--- src/rtl/hazard_ctrl.sv ---
// Pipeline hazard controller: load-use stall, redirect flush, operand forwarding
// select and saturating stall/flush event counters.
module hazard_ctrl #(
    parameter int unsigned DATA_WIDTH   = 32,
    parameter int unsigned FLUSH_CYCLES = 1,
    parameter int unsigned CNT_WIDTH    = 16
) (
    input  logic                  clk,
    input  logic                  rst,
    input  logic [4:0]            id_rs1,
    input  logic [4:0]            id_rs2,
    input  logic                  id_uses_rs1,
    input  logic                  id_uses_rs2,
    input  logic [DATA_WIDTH-1:0] ex_instruction,
    input  logic [4:0]            ex_rs1,
    input  logic [4:0]            ex_rs2,
    input  logic                  ex_load,
    input  logic                  ex_reg_write,
    input  logic                  ex_branch,
    input  logic                  ex_branch_result,
    input  logic                  ex_jalr,
    input  logic                  ex_next_sel,
    input  logic [4:0]            mem_rd,
    input  logic [4:0]            wb_rd,
    input  logic                  mem_reg_write,
    input  logic                  wb_reg_write,
    output logic                  stall_pc,
    output logic                  stall_fd,
    output logic                  flush_fd,
    output logic                  flush_de,
    output logic [1:0]            fwd_a_sel,
    output logic [1:0]            fwd_b_sel,
    output logic [CNT_WIDTH-1:0]  stall_cnt,
    output logic [CNT_WIDTH-1:0]  flush_cnt
);

    typedef enum logic {StRun, StRedirect} state_e;

    // Cycles still to flush after the redirect cycle itself.
    localparam logic [1:0] FlushInit = 2'(FLUSH_CYCLES - 1);

    state_e               state_q;
    logic [1:0]           flush_left_q;
    logic [CNT_WIDTH-1:0] stall_cnt_q;
    logic [CNT_WIDTH-1:0] flush_cnt_q;

    logic [4:0] ex_rd;
    logic       load_use;
    logic       redirect;
    logic       stall_event;
    logic       redirect_event;
    logic       unused_instr_bits;

    assign ex_rd = ex_instruction[11:7];
    assign unused_instr_bits = ^{ex_instruction[DATA_WIDTH-1:12], ex_instruction[6:0]};

    assign load_use = ex_load & ex_reg_write & (ex_rd != 5'd0) &
                      ((id_uses_rs1 & (id_rs1 == ex_rd)) | (id_uses_rs2 & (id_rs2 == ex_rd)));
    assign redirect = (ex_branch & ex_branch_result) | ex_jalr | ex_next_sel;

    // Execute holds only bubbles while in StRedirect, so hazards are ignored there.
    assign redirect_event = (state_q == StRun) & redirect;
    assign stall_event    = (state_q == StRun) & ~redirect & load_use;

    function automatic logic [1:0] fwd_sel(input logic [4:0] rs,
                                           input logic [4:0] m_rd, input logic m_we,
                                           input logic [4:0] w_rd, input logic w_we);
        if (m_we && (m_rd != 5'd0) && (m_rd == rs)) begin
            return 2'b01;
        end else if (w_we && (w_rd != 5'd0) && (w_rd == rs)) begin
            return 2'b10;
        end
        return 2'b00;
    endfunction

    // Combinational stall/flush/forward controls; all forced low while in reset.
    always_comb begin
        stall_pc  = 1'b0;
        stall_fd  = 1'b0;
        flush_fd  = 1'b0;
        flush_de  = 1'b0;
        fwd_a_sel = 2'b00;
        fwd_b_sel = 2'b00;
        if (rst) begin
            if (state_q == StRedirect || redirect) begin
                flush_fd = 1'b1;
                flush_de = 1'b1;
            end else if (load_use) begin
                stall_pc = 1'b1;
                stall_fd = 1'b1;
                flush_de = 1'b1;
            end
            fwd_a_sel = fwd_sel(ex_rs1, mem_rd, mem_reg_write, wb_rd, wb_reg_write);
            fwd_b_sel = fwd_sel(ex_rs2, mem_rd, mem_reg_write, wb_rd, wb_reg_write);
        end
    end

    // Redirect FSM: extends the flush for FLUSH_CYCLES-1 cycles after the redirect.
    always_ff @(posedge clk or negedge rst) begin
        if (!rst) begin
            state_q      <= StRun;
            flush_left_q <= 2'd0;
        end else begin
            case (state_q)
                StRun: begin
                    if (redirect && (FLUSH_CYCLES > 1)) begin
                        state_q      <= StRedirect;
                        flush_left_q <= FlushInit;
                    end
                end
                StRedirect: begin
                    flush_left_q <= flush_left_q - 2'd1;
                    if (flush_left_q == 2'd1) begin
                        state_q <= StRun;
                    end
                end
                default: state_q <= StRun;
            endcase
        end
    end

    // Saturating event counters; flush counts accepted redirects, not flush cycles.
    always_ff @(posedge clk or negedge rst) begin
        if (!rst) begin
            stall_cnt_q <= '0;
            flush_cnt_q <= '0;
        end else begin
            if (stall_event && (stall_cnt_q != '1)) begin
                stall_cnt_q <= stall_cnt_q + 1'b1;
            end
            if (redirect_event && (flush_cnt_q != '1)) begin
                flush_cnt_q <= flush_cnt_q + 1'b1;
            end
        end
    end

    assign stall_cnt = stall_cnt_q;
    assign flush_cnt = flush_cnt_q;

endmodule
--- config.mk ---
export PLATFORM = sky130hd
export DESIGN_NAME = hazard_ctrl
export DESIGN_NICKNAME = d
export VERILOG_FILES = /design/src/rtl/hazard_ctrl.sv
export SDC_FILE = /design/constraint.sdc
export NUM_CORES = 1
export LEC_CHECK = 0
export BUFFER_PORTS_ARGS = -buffer_cell sky130_fd_sc_hd__buf_2
export CAP_MARGIN = 20
export CORE_MARGIN = 5
export CORE_UTILIZATION = 40
export CTS_CLUSTER_DIAMETER = 150
export CTS_CLUSTER_SIZE = 16
export DETAILED_ROUTE_END_ITERATION = 8
export PLACE_DENSITY = 0.74
export SLEW_MARGIN = 20
export SYNTH_ARGS = -nofsm -noshare
export SYNTH_HDL_FRONTEND = slang
export SYNTH_SLANG_ARGS = --single-unit
--- constraint.sdc ---
create_clock -name clk -period 2.8 [get_ports clk]
set_input_delay 0.28 -clock clk [delete_from_list [all_inputs] [get_ports clk]]
set_output_delay 0.28 -clock clk [all_outputs]
set_load 0.01 [all_outputs]
==> metrics <==
result of the run complete, no violations; Peak Freq 0.510 GHz; DR iter-0 viols 48; vias in the first global route 1746; commonest non-fill, non-tap cell in the layout buf_2; largest net degree at the start of global routing 33; crit-path max cell delay 0.56 ns; Post-Synthesis Cells 198; Layout area overhead 30.1%; post-CTS setup buffers 0; initial antenna violation count 0; Syn Area/Cell 10.4 um2; register area 876 um2; design area 2680 um2; hold crit path type input port to asynchronous set/reset pin; Post-Syn Nets 275; clock buffer depth 2; Worst-Margin Slew 0.726 ns; CP endpoint kind flip-flop; Mapped Area 2060 um2; worst ir drop on vdd 0.000472 V; startpoint types flip-flop; CP max stage cell nor3_1; final hold violation count 0; Final Setup Violations 0; post-synthesis sequential area ratio 42.4%; CTS root buf clkbuf_8; most frequent cells in the layout buf_2 (86), xnor2_1 (43), dfrtp_1 (35); chip width 81.8 um; fraction of final layout cells sized beyond drive strength 1 34.9%; vias post-DR 1733; Multi-input gate area 1160 um2; Starting Density 40.7%; crit-path cells and4_1, nand3_1, nor2_1, nor3_1, mux2_2; Synth cell types 36; setup ws final 0.840 ns; # rows 26; FF+latch count, synth 35; Final Max Tran Viols 0; post-DR wirelength/cell 12.7 um; flop-to-flop setup slack 0.84 ns; Slew HR 51.2%; drt first pass iters 4; Placed Area 2570 um2; critical path class flip-flop to flip-flop; DRC 0; Filler cells 486; io pins 114; Final Util 52.9%; post-CTS resize count 0; Max-cap violations 0; I/O Buffers 86; die height 81.8 um; Req. time, crit path 2.97 ns; CP arrival 2.13 ns; CTS tree built; CTS Buf Count 5; pwr/cell area 496 nW/um2; final cycle utilization of the critical path 70.0%; DP Wirelength 3720 um; crit path time final 1.96 ns; Fin Setup TNS 0 ns; Core ar. 5070 um2; dpl ws 0.677 ns; Final ANT Viol Nets 0; Post-synth ARST share 100%; drt total wl 4610 um; leakage power figure 1.33 nW; Clk Latency, worst-skew pair 0.28 ns; Avg Vias per Cell 4.79; Post-CTS Hold Fix Bufs 1; global placer's final weighted congestion 0.841; Ys Warns 0; crit-path max FO 6; gr usage total 14.8%; die area 6690 um2; Pwr Total 1.33 mW; Setup Skew 0.0111 ns; Post-synth EDFFs 0; RSZ-0062 raised after global routing no; n_diodes 0; H-Tree Depth 2; Layout Nets 368; ys flop type dfrtp_1; CTS Sinks 35; grt ovf 0; Reg clk slew, reported paths 0.07 ns; first-pass GRT wire length 7780 um
## sequential cells by signal, indices dropped and copies added, names as in the netlist
register      count
flush_left_q      2
state_q           1
flush_cnt        16
stall_cnt        16
## worst paths after layout
path | startpoint | endpoint | depth (start not counted)
min in group clk | flush_left_q[0] | flush_left_q[0] | 1
max in group asynchronous | rst | flush_cnt[9] | 3
setup / recovery | flush_cnt[6] | flush_cnt[1] | 5
hold reg to reg | flush_left_q[0] | flush_left_q[0] | 1
hold / removal | rst | stall_cnt[12] | 2
setup reg to reg | flush_cnt[6] | flush_cnt[1] | 5
## stage by stage
step	hold slack, ns	instances
CTS	0.347	362
global route	0.370	362
finish	0.359	362
global placement	0.131	353
detailed placement	0.131	353
floorplan	-0.0156	198
## cell usage after synthesis, types with 3 or more instances
cell     count  area (um2)
and2_1       5        31.3
and3_1       7        43.8
and4_1       6        52.6
dfrtp_1     35         876
ha_1         3        37.5
nand2_1     13        48.8
nand3_1     14        70.1
nand4_1     12        75.1
nor2_1       6        22.5
nor2b_1      3        18.8
nor3_1       5        25.0
o21ai_0      3        15.0
xnor2_1     43         377
xor2_1      17         149
## per-layer routing
metal / wire length, um / vias up / global-route usage, % / share of wire [%]
li1: - / 884 / - / -
met1: 1940 / 800 / 18.1 / 42
met2: 2320 / 47 / 25.8 / 50
met3: 323 / 2 / 3.84 / 7.0
met4: 24 / 0 / 3.99 / 0.52
met5: 0 / - / 0 / 0
## report_power, final
group	leakage (nW)	switching, mW	internal [mW]
combinational	0.803	0.142	0.157
sequential	0.475	0.0718	0.562
clock	0.0505	0.175	0.224
## critical path, delay by kind of cell, from the launching register on
kind	cells	cell delay [ns]
muxes	1	0.40
DFF	1	0.43
and+or+nand+nor	4	1.01
## kinds of logic (layout without fill, tap and decap cells)
logic type                 after synthesis  in the layout  synth area share, %
and+or+nand+nor                         83             83                 23.4
muxes                                    3              3                 1.82
buffers and inverters                    3             97                 1.09
adders and majority gates                3              3                 1.82
xor gates and xnor gates                60             60                 25.5
AOI/OAI and AO/OA                       11             11                 3.94
DFF                                     35             35                 42.4
## cell type report
type / count / area share [%]
sequential: 35 / 32.6
inverter: 1 / 0.140
timing repair buffer: 88 / 16.7
clock buffer: 7 / 3.59
tap: 70 / 3.26
clock inverter: 1 / 0.280
multi-input combinational: 160 / 43.4
(Power assumes the default switching activity.)
